**config.mk**
```make
export PLATFORM = sky130hd
export DESIGN_NAME = dac_command_fsm
export DESIGN_NICKNAME = d
export VERILOG_FILES = /design/src/rtl/dac_command_fsm.sv
export SDC_FILE = /design/constraint.sdc
export NUM_CORES = 1
export LEC_CHECK = 0
export CAP_MARGIN = 25
export CORE_MARGIN = 2
export CORE_UTILIZATION = 30
export DETAILED_ROUTE_END_ITERATION = 7
export PLACE_DENSITY = 0.5
export SYNTH_ARGS = -nofsm -noshare
export SYNTH_HDL_FRONTEND = slang
export SYNTH_SLANG_ARGS = --single-unit
```
**constraint.sdc**
```tcl
create_clock -name clk -period 4.2 [get_ports clk]
set_input_delay 0.84 -clock clk [delete_from_list [all_inputs] [get_ports clk]]
set_output_delay 0.84 -clock clk [all_outputs]
set_load 0.02 [all_outputs]
```
**src/rtl/dac_command_fsm.sv**
```systemverilog
// UART command parser driving an I2C DAC: "V<ch><bits>" writes a channel code,
// "v<ch>" reads back the last written code as ASCII bits plus a newline.
module dac_command_fsm #(
  parameter int         DAC_BITS    = 10,
  parameter int         NUM_CH      = 4,
  parameter logic [6:0] ADDR_BASE   = 7'b0001101,
  parameter int         PAD_BITS    = 2,
  parameter int         ACK_TIMEOUT = 255
) (
  input  logic        clk,
  input  logic        rst_n,
  input  logic [7:0]  UART_Rx,
  input  logic        UART_DataReady,
  output logic [7:0]  UART_Tx,
  output logic        UART_TxLoad,
  input  logic        UART_TxBusy,
  output logic [6:0]  I2Caddr,
  output logic [15:0] I2Cdata,
  output logic        I2Cbytes,
  output logic        I2Cr_w,
  output logic        I2C_load,
  input  logic        I2CBusy,
  output logic        CmdError
);

  localparam int CH_W   = (NUM_CH > 1) ? $clog2(NUM_CH) : 1;
  localparam int BCNT_W = $clog2(DAC_BITS + 1);
  localparam int TCNT_W = $clog2(ACK_TIMEOUT + 1);
  localparam int CNT_W  = (BCNT_W > TCNT_W) ? BCNT_W : TCNT_W;

  localparam logic [7:0] ASCII_0  = 8'h30;
  localparam logic [7:0] ASCII_1  = 8'h31;
  localparam logic [7:0] ASCII_UV = 8'h56;
  localparam logic [7:0] ASCII_LV = 8'h76;
  localparam logic [7:0] ASCII_NL = 8'h0A;

  typedef enum logic [3:0] {
    IDLE, GET_CH_W, GET_CH_R, GET_BITS, WAIT_FREE,
    LOAD, WAIT_ACK, WAIT_DONE, TX_BIT, TX_NL
  } state_e;

  state_e               state_q, state_d;
  logic [CH_W-1:0]      ch_q, ch_d;
  logic [DAC_BITS-1:0]  code_q, code_d;
  logic [CNT_W-1:0]     cnt_q, cnt_d;
  logic [DAC_BITS-1:0]  shadow_q [NUM_CH];
  logic [DAC_BITS-1:0]  shadow_d [NUM_CH];
  logic [7:0]           tx_q, tx_d;
  logic                 tx_load_q, tx_load_d;
  logic [6:0]           addr_q, addr_d;
  logic [15:0]          data_q, data_d;
  logic                 i2c_load_q, i2c_load_d;
  logic                 err_q, err_d;

  logic            rx_is_bit, rx_is_ch, tx_ready, bits_last, ack_last;
  logic [CH_W-1:0] rx_ch;

  assign rx_is_bit = (UART_Rx == ASCII_0) || (UART_Rx == ASCII_1);
  assign rx_is_ch  = (UART_Rx >= ASCII_0) && (UART_Rx < 8'(ASCII_0 + NUM_CH));
  // ASCII '0'..'7' carry the digit value in their low three bits.
  assign rx_ch     = UART_Rx[CH_W-1:0];
  assign tx_ready  = !UART_TxBusy && !tx_load_q;
  assign bits_last = (cnt_q == CNT_W'(DAC_BITS - 1));
  assign ack_last  = (cnt_q == CNT_W'(ACK_TIMEOUT - 1));

  // NOTE: every always_comb target gets a default first so no path leaves it unassigned (no latches).
  always_comb begin
    state_d    = state_q;
    ch_d       = ch_q;
    code_d     = code_q;
    cnt_d      = cnt_q;
    shadow_d   = shadow_q;
    tx_d       = tx_q;
    tx_load_d  = 1'b0;
    addr_d     = addr_q;
    data_d     = data_q;
    i2c_load_d = 1'b0;
    err_d      = 1'b0;

    unique case (state_q)
      IDLE: begin
        if (UART_DataReady) begin
          if (UART_Rx == ASCII_UV)      state_d = GET_CH_W;
          else if (UART_Rx == ASCII_LV) state_d = GET_CH_R;
        end
      end

      GET_CH_W, GET_CH_R: begin
        if (UART_DataReady) begin
          if (rx_is_ch) begin
            ch_d  = rx_ch;
            cnt_d = '0;
            if (state_q == GET_CH_W) begin
              state_d = GET_BITS;
            end else begin
              // The code register doubles as the readback shift register.
              code_d  = shadow_q[rx_ch];
              state_d = TX_BIT;
            end
          end else begin
            err_d   = 1'b1;
            state_d = IDLE;
          end
        end
      end

      GET_BITS: begin
        if (UART_DataReady) begin
          if (rx_is_bit) begin
            code_d = (code_q << 1) | DAC_BITS'(UART_Rx[0]);
            cnt_d  = cnt_q + CNT_W'(1);
            if (bits_last) state_d = WAIT_FREE;
          end else begin
            err_d   = 1'b1;
            state_d = IDLE;
          end
        end
      end

      WAIT_FREE: begin
        if (!I2CBusy) begin
          i2c_load_d       = 1'b1;
          addr_d           = ADDR_BASE + 7'(ch_q);
          data_d           = 16'(code_q) << PAD_BITS;
          shadow_d[ch_q]   = code_q;
          state_d          = LOAD;
        end
      end

      LOAD: begin
        cnt_d   = '0;
        state_d = WAIT_ACK;
      end

      WAIT_ACK: begin
        if (I2CBusy) begin
          cnt_d   = '0;
          state_d = WAIT_DONE;
        end else if (ack_last) begin
          err_d   = 1'b1;
          state_d = IDLE;
        end else begin
          cnt_d = cnt_q + CNT_W'(1);
        end
      end

      WAIT_DONE: begin
        if (!I2CBusy) begin
          state_d = IDLE;
        end else if (ack_last) begin
          err_d   = 1'b1;
          state_d = IDLE;
        end else begin
          cnt_d = cnt_q + CNT_W'(1);
        end
      end

      TX_BIT: begin
        if (tx_ready) begin
          tx_d      = ASCII_0 | 8'(code_q[DAC_BITS-1]);
          tx_load_d = 1'b1;
          code_d    = code_q << 1;
          cnt_d     = cnt_q + CNT_W'(1);
          if (bits_last) state_d = TX_NL;
        end
      end

      TX_NL: begin
        if (tx_ready) begin
          tx_d      = ASCII_NL;
          tx_load_d = 1'b1;
          state_d   = IDLE;
        end
      end

      default: state_d = IDLE;
    endcase
  end

  // NOTE: sequential state uses non-blocking assignments so all flops update from pre-edge values.
  always_ff @(posedge clk or negedge rst_n) begin
    if (!rst_n) begin
      state_q    <= IDLE;
      ch_q       <= '0;
      code_q     <= '0;
      cnt_q      <= '0;
      // NOTE: the shadow array is a handful of flops and must read back 0 after reset, so it is reset explicitly.
      for (int i = 0; i < NUM_CH; i++) shadow_q[i] <= '0;
      tx_q       <= '0;
      tx_load_q  <= 1'b0;
      addr_q     <= ADDR_BASE;
      data_q     <= '0;
      i2c_load_q <= 1'b0;
      err_q      <= 1'b0;
    end else begin
      state_q    <= state_d;
      ch_q       <= ch_d;
      code_q     <= code_d;
      cnt_q      <= cnt_d;
      shadow_q   <= shadow_d;
      tx_q       <= tx_d;
      tx_load_q  <= tx_load_d;
      addr_q     <= addr_d;
      data_q     <= data_d;
      i2c_load_q <= i2c_load_d;
      err_q      <= err_d;
    end
  end

  assign UART_Tx     = tx_q;
  assign UART_TxLoad = tx_load_q;
  assign I2Caddr     = addr_q;
  assign I2Cdata     = data_q;
  assign I2Cbytes    = 1'b1;
  assign I2Cr_w      = 1'b0;
  assign I2C_load    = i2c_load_q;
  assign CmdError    = err_q;

endmodule

```
==> summary by stage <==
Run status
The run finished with clean final reports.

Die
The initialized floorplan defines 43 standard-cell rows. The vertical extent of the die is approximately 120 µm. The floorplan die width is 124 µm. The starting density of the core is a little under a third. The number of top-level design ports is 49.

The die covers 15500 µm². The total area inside the core boundary comes to 14000 µm².

Pwr
The completed layout was analyzed and its total power is 2.81 mW. The sequential group share of total power is between 30% and 40%. Summed over all nets, the switching power comes to 0.981 mW. The clock share of power is 32.9%.

The switching share of total power is 34.9%. The power share of the combinational group is 28.3%. For this design the ratio of total power to cell area is 544 nW/µm². The leakage power is 2.41 nW. Internal power comes to about 1.8 mW. VDD sags by at most 0.223 mV.

Clock tree
The total clock buffers created by CTS is 9. The H-tree generated during clock tree synthesis spans 3 levels. The tree is rooted in a clkbuf_16. The post-CTS resize count is 0. The clock passes through at most 2 buffers. Clock-pin slew was measured on the worst setup and hold paths at approximately 0.06 ns. The post-CTS repair timing setup buffer count is 0. The clock latency at the later pin of the worst-skew pair is 0.34 ns. The CTS tree is built.

The number of hold buffers added after CTS is 0. Counting every sink on the clock net gives 84.

Critical path
The worst setup path is of the in2reg kind. The data arrival time of the worst path is 3.32 ns. Along the worst path, the maximum fanout reaches 16. The data required time at the worst endpoint is ~4.4 ns. The category of the worst setup path launch point is an input pin. STA classifies the critical path endpoint as a flop.

Cells and area
0 antenna diodes ended up in the layout. The filler cells instantiated in the layout total ~1400. From synthesis to final layout, the design area changed by 19.0%. In the final layout, the multi-input gates occupy 2020 µm². In the final layout, the share of cells above drive strength 1 is 19.5%. The sequential cells in the finished layout cover a total of between 2000 and 2500 µm².

In the final design database the tool counted 447 nets. The post-layout instance area is 5170 µm².

Logic synthesis
For this run, asynchronously set or reset flops after synthesis account for 100%. The distinct cell type count after synthesis is 55. After synthesis the netlist holds a flip-flop and latch count of 84. The count of flip-flops with a built-in enable after synthesis is 0.

The Yosys warning count is 0. For this run, the register share of the synthesized area comes to 48.4%. The netlist area before placement is 4350 µm². The average instance in the mapped netlist occupies 11.0 µm². The most used flip-flop cell after synthesis is dfrtp_1.

After technology mapping, the gate count stands at 397.

STA
On the final layout, the worst clock skew is 0.00745 ns. The fmax is 322 MHz. The final setup violation count is 0.

After layout, the minimum clock period comes to 3.10 ns. The measured slew at the worst slew-check pin is just over 0.8 ns. The hold violation total from the final report is 0. The share of the cycle needed by the critical path after routing is 73.9%. Adding up every negative setup slack in the final design gives 0 ns. The remaining max-slew budget at the tightest pin is 44.8%. The max-slew violation count is 0. Setup repair after global routing left no endpoint under its margin.

Global route
The via count of the first global-routing pass is 3132. The total overflow left after global routing is 0. The first global-routing pass estimated 16900 µm of wire. The initial antenna violation count is 0. The global-route usage over all layers is 13.8%.

The pin count of the biggest net entering global routing is 46.

Routing
The number of nets with antenna violations after detailed routing is 0. The total number of vias is 3122. Dividing the detail-routed via count by the number of cells gives 5.11.

The violation count after the first detailed-routing iteration is between 200 and 250. The per-cell routed wire length is ~17 µm. The post-route DRC violation count is 0. The iteration count of the initial detailed-routing pass is 4. Summed over all layers, the routed wires come to 10400 µm.

Place
The congestion estimate from routability-driven global placement came to 0.876. The cell area after placement is 4830 µm². The half-perimeter wire length after detailed placement is roughly 7000 µm.

The number of buffers inserted by port buffering is 35.

Hold path
The path type of the worst min-delay path is in2async.

Flow run
The total of max-cap violations is 0.
## state kept, by name (all words and copies together) (netlist names)
register,cells
CmdError,1
I2Cdata,10
ch_q,2
cnt_q,8
shadow_q,40
UART_TxLoad,1
I2Caddr,4
I2C_load,1
UART_Tx,3
state_q,4
code_q,10
## worst paths after layout
kind,start,to,depth (start not counted),slack (ns)
worst max-delay path,I2CBusy,shadow_q[18]$_DFFE_PN0P_,6,1.10
worst min-delay path,rst_n,UART_Tx[4]$_DFFE_PN0P_,1,0.48
worst max register to register,state_q[0]$_DFFE_PN0P_,shadow_q[18]$_DFFE_PN0P_,5,1.38
worst min register to register,I2Cdata[9]$_DFFE_PN0P_,I2Cdata[9]$_DFFE_PN0P_,2,0.48
max in group asynchronous,rst_n,I2Caddr[3]$_DFFE_PN1P_,2,3.06
min in group clk,I2Cdata[9]$_DFFE_PN0P_,I2Cdata[9]$_DFFE_PN0P_,2,0.48
## cell usage after synthesis, drive strengths merged, types with 2 or more instances
library cell / instances / area [µm²]
nand2: 65 / 244
conb: 2 / 7.51
nor2b: 2 / 12.5
nand3: 7 / 35.0
nor2: 10 / 37.5
a31oi: 18 / 113
and3b: 2 / 17.5
dfstp: 2 / 52.6
and3: 3 / 18.8
and2: 2 / 12.5
nand2b: 2 / 12.5
inv: 12 / 45.0
buf: 30 / 198
nor3: 2 / 10.0
a21oi: 20 / 100
o21ai: 15 / 78.8
ha: 7 / 87.6
mux2: 44 / 495
nand4: 4 / 25.0
nor3b: 4 / 30.0
clkbuf: 5 / 18.8
a31o: 2 / 17.5
and4b: 2 / 20.0
o31ai: 3 / 22.5
dfrtp: 82 / 2050
o22ai: 3 / 18.8
a22o: 2 / 17.5
mux4: 10 / 225
mux2i: 10 / 100
or3: 2 / 12.5
nor4bb: 2 / 20.0
## power groups by stage
stage | registers [mW] | logic (mW) | clock network (mW)
after floorplan | 1.03 | 0.621 | 0
after global placement | 1.11 | 0.791 | 0
after detailed placement | 1.11 | 0.801 | 0
after CTS | 1.09 | 0.800 | 0.952
after global routing | 1.12 | 0.878 | 0.987
final | 1.09 | 0.795 | 0.924
## logic make-up (layout without fill, tap and decap cells)
| family | Yosys count | in the layout | synth area share [%] |
|---|---|---|---|
| other cells | 2 | 13 | 0.173 |
| mux | 64 | 64 | 18.9 |
| simple gates | 115 | 115 | 12.9 |
| xor+xnor | 2 | 2 | 0.403 |
| compound gates | 74 | 74 | 10.9 |
| fa+ha+maj | 8 | 8 | 2.24 |
| buf+inv | 48 | 71 | 6.10 |
| flops | 84 | 84 | 48.4 |
## final cells by class
class / count / share of cell area (%)
Clock inverter: 5 / 2.08
Timing Repair Buffer: 43 / 8.27
Inverter: 13 / 0.943
Tap cell: 180 / 4.35
Multi-Input combinational cell: 276 / 39.0
Sequential cell: 84 / 40.7
Clock buffer: 10 / 4.62
## layer usage
metal	part of all wire, %	track usage, %	up-vias
met5	0	0	-
met4	1.9	4.89	0
met3	5.0	3.69	14
met2	47	21.6	85
met1	46	18.3	1569
li1	-	-	1454
## cell usage in the layout (no fill, tap or decap), types with 3 or more instances in the layout
| master | synthesis | final |
|---|---|---|
| a21oi_1 | 20 | 20 |
| a31oi_1 | 18 | 18 |
| and3_1 | 3 | 3 |
| buf_4 | 20 | 8 |
| bufinv_16 | 0 | 3 |
| clkbuf_16 | 0 | 9 |
| clkdlybuf4s50_1 | 0 | 34 |
| conb_1 | 2 | 13 |
| dfrtp_1 | 82 | 82 |
| ha_1 | 7 | 7 |
| inv_1 | 12 | 12 |
| mux2_2 | 44 | 44 |
| mux2i_1 | 10 | 10 |
| mux4_2 | 10 | 10 |
| nand2_1 | 65 | 65 |
| nand3_1 | 7 | 7 |
| nand4_1 | 4 | 4 |
| nor2_1 | 10 | 10 |
| nor3b_1 | 4 | 4 |
| o21ai_0 | 14 | 14 |
| o22ai_1 | 3 | 3 |
| o31ai_1 | 3 | 3 |
## worst max-delay path, stage by stage
cell and delay [ns]:
clkdlybuf4s50_1 0.64, inv_1 0.14, nand4_1 0.15, clkinv_1 0.47, nand2_1 0.67, mux2_2 0.40
## per-stage QoR
step | setup WS (ns) | util, % | hold slack [ns] | cells
2_1_floorplan | 1.83 | - | 0.474 | 408
3_3_place_gp | 0.797 | 34.2 | 0.463 | 595
3_5_place_dp | 0.717 | 34.4 | 0.464 | 596
4_1_cts | 1.07 | 36.8 | 0.488 | 611
5_1_grt | 0.930 | 36.8 | 0.509 | 611
6_report | 1.10 | 36.8 | 0.478 | 611
Power figures use the tool's default switching activity.
